$ cat config.mk
export PLATFORM = sky130hd
export DESIGN_NAME = prbs_lfsr_gen_flat
export DESIGN_NICKNAME = d
export VERILOG_FILES = /design/src/rtl/prbs_lfsr_gen_if.sv /design/src/rtl/prbs_lfsr_gen.sv /design/src/flat_wrapper.sv
export SDC_FILE = /design/constraint.sdc
export NUM_CORES = 1
export LEC_CHECK = 0
export BUFFER_PORTS_ARGS = -buffer_cell sky130_fd_sc_hd__buf_4
export CAP_MARGIN = 30
export CORE_MARGIN = 3
export CORE_UTILIZATION = 55
export DETAILED_ROUTE_END_ITERATION = 10
export PLACE_DENSITY = 0.82
export SLEW_MARGIN = 40
export SYNTH_ARGS = -nofsm -noshare
export SYNTH_HDL_FRONTEND = slang
export SYNTH_SLANG_ARGS = --single-unit
$ cat constraint.sdc
create_clock -name clk -period 4.7 [get_ports clk]
set_clock_uncertainty 0.1 [all_clocks]
set_input_delay 1.41 -clock clk [delete_from_list [all_inputs] [get_ports clk]]
set_output_delay 1.41 -clock clk [all_outputs]
set_load 0.01 [all_outputs]
$ cat src/rtl/prbs_lfsr_gen_if.sv
// Output stream bus of the PRBS generator: data word plus valid/ready handshake.
interface prbs_lfsr_gen_if #(
  parameter int OUT_W = 1
);
  logic [OUT_W-1:0] m_data;
  logic             m_valid;
  logic             m_ready;

  modport master (output m_data, output m_valid, input m_ready);
  modport slave  (input m_data, input m_valid, output m_ready);
endinterface

$ cat src/rtl/prbs_lfsr_gen.sv
// Fibonacci LFSR pattern generator. It emits OUT_W serial bits per transfer
// on a valid/ready stream. Wrap and all-zero lock-up are flagged as pulses.
module prbs_lfsr_gen #(
  parameter int               WIDTH = 8,
  parameter logic [WIDTH-1:0] POLY  = 8'b10001110,
  parameter logic [WIDTH-1:0] SEED  = '1,
  parameter int               OUT_W = 1
) (
  input  logic             clk,
  input  logic             rst,
  input  logic             enable,
  input  logic             load,
  input  logic [WIDTH-1:0] seed_in,
  prbs_lfsr_gen_if.master  m_if,
  output logic             wrap,
  output logic             lock_err,
  output logic [WIDTH-1:0] state
);

  logic [WIDTH-1:0]            r_state;
  logic [WIDTH-1:0]            r_seed;
  logic [OUT_W-1:0]            r_data;
  logic                        r_valid;
  logic                        r_wrap;
  logic                        r_lock;

  // w_steps[0] is the current state; w_steps[j+1] is the state after j+1 serial steps
  logic [OUT_W:0][WIDTH-1:0]   w_steps;
  logic [OUT_W-1:0]            w_word;
  logic [OUT_W-1:0]            w_hitv;
  logic                        w_hit;
  logic                        w_zero;
  logic                        w_fire;
  logic [WIDTH-1:0]            w_seed_ld;

  assign w_steps[0] = r_state;

  // Unrolled multi-step LFSR: OUT_W serial steps evaluated in a single cycle
  for (genvar j = 0; j < OUT_W; j++) begin : g_step
    assign w_word[j]      = w_steps[j][0];
    assign w_steps[j+1]   = {^(w_steps[j] & POLY), w_steps[j][WIDTH-1:1]};
    assign w_hitv[j]      = (w_steps[j+1] == r_seed);
  end

  assign w_hit     = |w_hitv;
  assign w_zero    = (r_state == '0);
  // A zero state blocks firing so recovery always takes precedence
  assign w_fire    = enable & ~load & ~w_zero & (~r_valid | m_if.m_ready);
  // A zero seed would lock the register up, so the built-in seed replaces it
  assign w_seed_ld = (seed_in == '0) ? SEED : seed_in;

  // Priority order: load, zero-state recovery, fire, drain of the accepted word
  always_ff @(posedge clk or posedge rst) begin
    if (rst) begin
      r_state <= SEED;
      r_seed  <= SEED;
      r_data  <= '0;
      r_valid <= 1'b0;
      r_wrap  <= 1'b0;
      r_lock  <= 1'b0;
    end else begin
      r_wrap <= 1'b0;
      r_lock <= 1'b0;
      if (load) begin
        r_state <= w_seed_ld;
        r_seed  <= w_seed_ld;
        r_valid <= 1'b0;
        r_lock  <= (seed_in == '0);
      end else if (w_zero) begin
        r_state <= SEED;
        r_valid <= 1'b0;
        r_lock  <= 1'b1;
      end else if (w_fire) begin
        r_state <= w_steps[OUT_W];
        r_data  <= w_word;
        r_valid <= 1'b1;
        r_wrap  <= w_hit;
      end else if (m_if.m_ready) begin
        r_valid <= 1'b0;
      end
    end
  end

  assign m_if.m_data  = r_data;
  assign m_if.m_valid = r_valid;
  assign wrap         = r_wrap;
  assign lock_err     = r_lock;
  assign state        = r_state;

endmodule

$ cat src/flat_wrapper.sv
// flat-port wrapper written by rule: the top's interface ports become plain ports
module prbs_lfsr_gen_flat 
#(
  parameter int               WIDTH = 8,
  parameter logic [WIDTH-1:0] POLY  = 8'b10001110,
  parameter logic [WIDTH-1:0] SEED  = '1,
  parameter int               OUT_W = 1
)
  (clk, rst, enable, load, seed_in, wrap, lock_err, state, m_if_m_data, m_if_m_valid, m_if_m_ready);
  prbs_lfsr_gen_if #(.OUT_W(OUT_W)) m_if_i ();
  input  logic clk;
  input  logic rst;
  input  logic enable;
  input  logic load;
  input  logic [WIDTH-1:0] seed_in;
  output logic wrap;
  output logic lock_err;
  output logic [WIDTH-1:0] state;
  output wire logic [$bits(m_if_i.m_data)-1:0] m_if_m_data;
  output wire logic [$bits(m_if_i.m_valid)-1:0] m_if_m_valid;
  input wire logic [$bits(m_if_i.m_ready)-1:0] m_if_m_ready;
  assign m_if_m_data = m_if_i.m_data;
  assign m_if_m_valid = m_if_i.m_valid;
  assign m_if_i.m_ready = m_if_m_ready;
  prbs_lfsr_gen #(.WIDTH(WIDTH), .POLY(POLY), .SEED(SEED), .OUT_W(OUT_W)) u_core (.clk(clk), .rst(rst), .enable(enable), .load(load), .seed_in(seed_in), .m_if(m_if_i), .wrap(wrap), .lock_err(lock_err), .state(state));
endmodule
==> reports/metrics.yaml <==
gp_congestion: 0.8107
grt_usage: 0.2176
reg2reg_depth: 6
ff2ff_setup_slack_ns: 2.64
hold_violations: 0
p_sw_frac: 0.2705
cts_tree: "built"
worst_ep_arrival_time_ns: 2.74
die_y_um: 48.45
rsz0062_at_grt: "no"
antenna_found_initial: 0
synth_edf_count: 0
grt.overflow.total: 0
cp-start-kind: "primary input"
synthTopCellsByCount: "nor2_1 (28), dfstp_2 (16), inv_1 (6)"
clkPwrFrac: 0.305
grt_max_degree: 21
insertion_delay_ns: 0.31
drt_iter0_drc: 35
start_util: 0.6217
synth_top_flop_cell: "dfstp_2"
insertedDiodeCount: 0
top_usage_layer: "met2"
num_vias: 824
p_leak_nw: 0.5548
syn_area_um2: 991.0
syn_to_final_growth_pct: 25.00
place.detailed.hpwl_um: 1637
async_reset_ff_frac: 1.000
cts_buffers: 3
grt_pass1_wl_um: 4008
rows: 14
die_area_um2: 2347
numPortBuffers: 24
drv_slew: 0
nNetsFinal: 137
core_um2: 1594
worstHoldPathType: "register to register"
synth_area_leaders: "dfstp_2 (42%), nor2_1 (11%), dfrtp_1 (10%), a221oi_1 (4.4%), xnor2_1 (4.4%)"
clock.fmax_mhz: 380.4
worstSetupEndpointType: "register"
fin_crit_ns: 2.629
yosysTopAreaCell: "dfstp_2"
synth_top_cell_area_share: 0.4242
p_seq_frac: 0.480
hold-path-endpoint: "u_core.r_seed[4]$_DFFE_PP1P_"
grtUsageMet1: 0.2696
syn_avg_cell_area_um2: 10.11
yosysSeqAreaShare: 0.5253
cp_max_fo: 8
syn_inst: 98
p_switching_w: 0.0001254
power_density_nw_per_um2: 374.3
numClockSinks: 20
tightest_slew_ns: 0.7426
antenna_left: 0
cp_data_required_time_ns: 4.81
power_frac_comb: 0.216
synth_warnings: 0
fp.dieW_um: 48.45
gr-usage-met3: 0.03067
cts_resized: 0
setup_violations: 0
ys_types: 29
grt.met2_usage: 0.3693
cts_max_path_buffers: 2
yosysMostFrequentCell: "nor2_1"
finalSetupTns_ns: 0
drive_above_1_share: 0.3852
p_int_w: 0.0003383
dr.pass1.iters: 4
h-tree-depth: 1
ir_drop_v: 0.0003339
worstHoldStart: "u_core.r_seed[4]$_DFFE_PP1P_"
pre_cts_ws_ns: 1.769
outcome: "finished clean"
drv_cap: 0
r2r-end: "u_core.m_if.m_data$_DFFE_PP0P_"
routed_via_density: 5.644
drcViolationCount: 0
postCtsSetupBuffers: 0
timing.final.ws_setup_ns: 2.071
clk_pin_slew_ns: 0.10
pin_count: 25
path_class: "primary input to register"
synth_seq_cells: 20
r2r_start: "u_core.state[2]$_DFFE_PP1P_"
grt_pass1_vias: 869
relSlewSlack: 0.5044
hold_path_depth: 2
root_buffer: "clkbuf_4"
synth_nets: 112
holdBufCountCts: 0
routed_wirelength_um: 2271
wire_per_inst_um: 15.55
finalCritPeriodShare: 0.5593
routing by layer:
metal,wire length (um),share of wire
met2,1082,0.48
met1,954,0.42
met4,76,0.033
met3,157,0.069
met5,0,0
worst max-delay path: stages:
cell     delay [ns]
buf_4          0.11
or4_4          0.56
o31ai_4        0.41
nor2_1         0.11
o32ai_1        0.13
cell families (layout without fill, tap and decap cells):
group                      after synthesis  after routing  synth area share
xor gates and xnor gates                10             10           0.08838
adders and majority gates                1              1           0.01262
and+or+nand+nor                         39             39            0.1818
buffers and inverters                   10             34           0.03787
muxes                                    1              1           0.01136
DFF                                     20             20            0.5253
AOI/OAI and AO/OA                       17             17            0.1427
area by class of cell:
| cell class | instances | area [um2] |
|---|---|---|
| multi-input combinational | 68 | 432.9 |
| sequential | 20 | 520.5 |
| timing repair buffer | 24 | 180.2 |
| inverter | 6 | 22.52 |
| tap | 24 | 30.03 |
| fill | 107 | 355.3 |
| clock buffer | 3 | 22.52 |
| clock inverter | 1 | 30.03 |
cell usage in the layout, fill, tap and decap left out, types with 2 or more instances in the layout:
master    netlist  routed
nor2_1         28      28
buf_4           0      24
dfstp_2        16      16
inv_1           6       6
xor2_1          5       5
xnor2_1         5       5
a221oi_1        5       5
a21oi_1         4       4
dfrtp_1         4       4
clkbuf_4        0       3
and2_1          2       2
o32ai_1         2       2
flip-flops by register name, summed over array words and instances (netlist names):
register and cells:
u_core.r_seed 8, u_core.m_if.m_valid 1, u_core.wrap 1, u_core.state 8, u_core.m_if.m_data 1, u_core.lock_err 1
power by group through the flow:
stage / Sequential (W) / Clock [W] / Combinational [W]
after CTS: 0.000222 / 0.000143 / 0.000101
final: 0.000222 / 0.000141 / 0.000100
after global placement: 0.000224 / 0 / 0.0000977
after global routing: 0.000226 / 0.000154 / 0.000110
after detailed placement: 0.000225 / 0 / 0.0000995
after floorplan: 0.000224 / 0 / 0.0000586
stage by stage:
stage	hold WS [ns]	cell area [um2]	std cells	util	total power [W]
after CTS	0.4025	1239	146	0.7771	0.0004662
final	0.4009	1239	146	0.7771	0.0004637
after floorplan	0.3710	991.0	98	-	0.0002825
after global placement	0.3809	1186	142	0.7441	0.0003214
after detailed placement	0.3831	1186	142	0.7441	0.0003241
after global routing	0.4132	1239	146	0.7771	0.0004898
worst max path at each step:
| stage | from | endpoint | slack [ns] |
|---|---|---|---|
| finish | seed_in[3] | u_core.state[3]$_DFFE_PP1P_ | 2.07 |
| global route | seed_in[3] | u_core.state[3]$_DFFE_PP1P_ | 2.00 |
| global placement | seed_in[3] | u_core.state[3]$_DFFE_PP1P_ | 1.84 |
| detailed placement | seed_in[3] | u_core.state[3]$_DFFE_PP1P_ | 1.77 |
| CTS | seed_in[3] | u_core.state[3]$_DFFE_PP1P_ | 2.09 |
| floorplan | seed_in[3] | u_core.state[2]$_DFFE_PP1P_ | 2.04 |
Power figures use the tool's default switching activity.
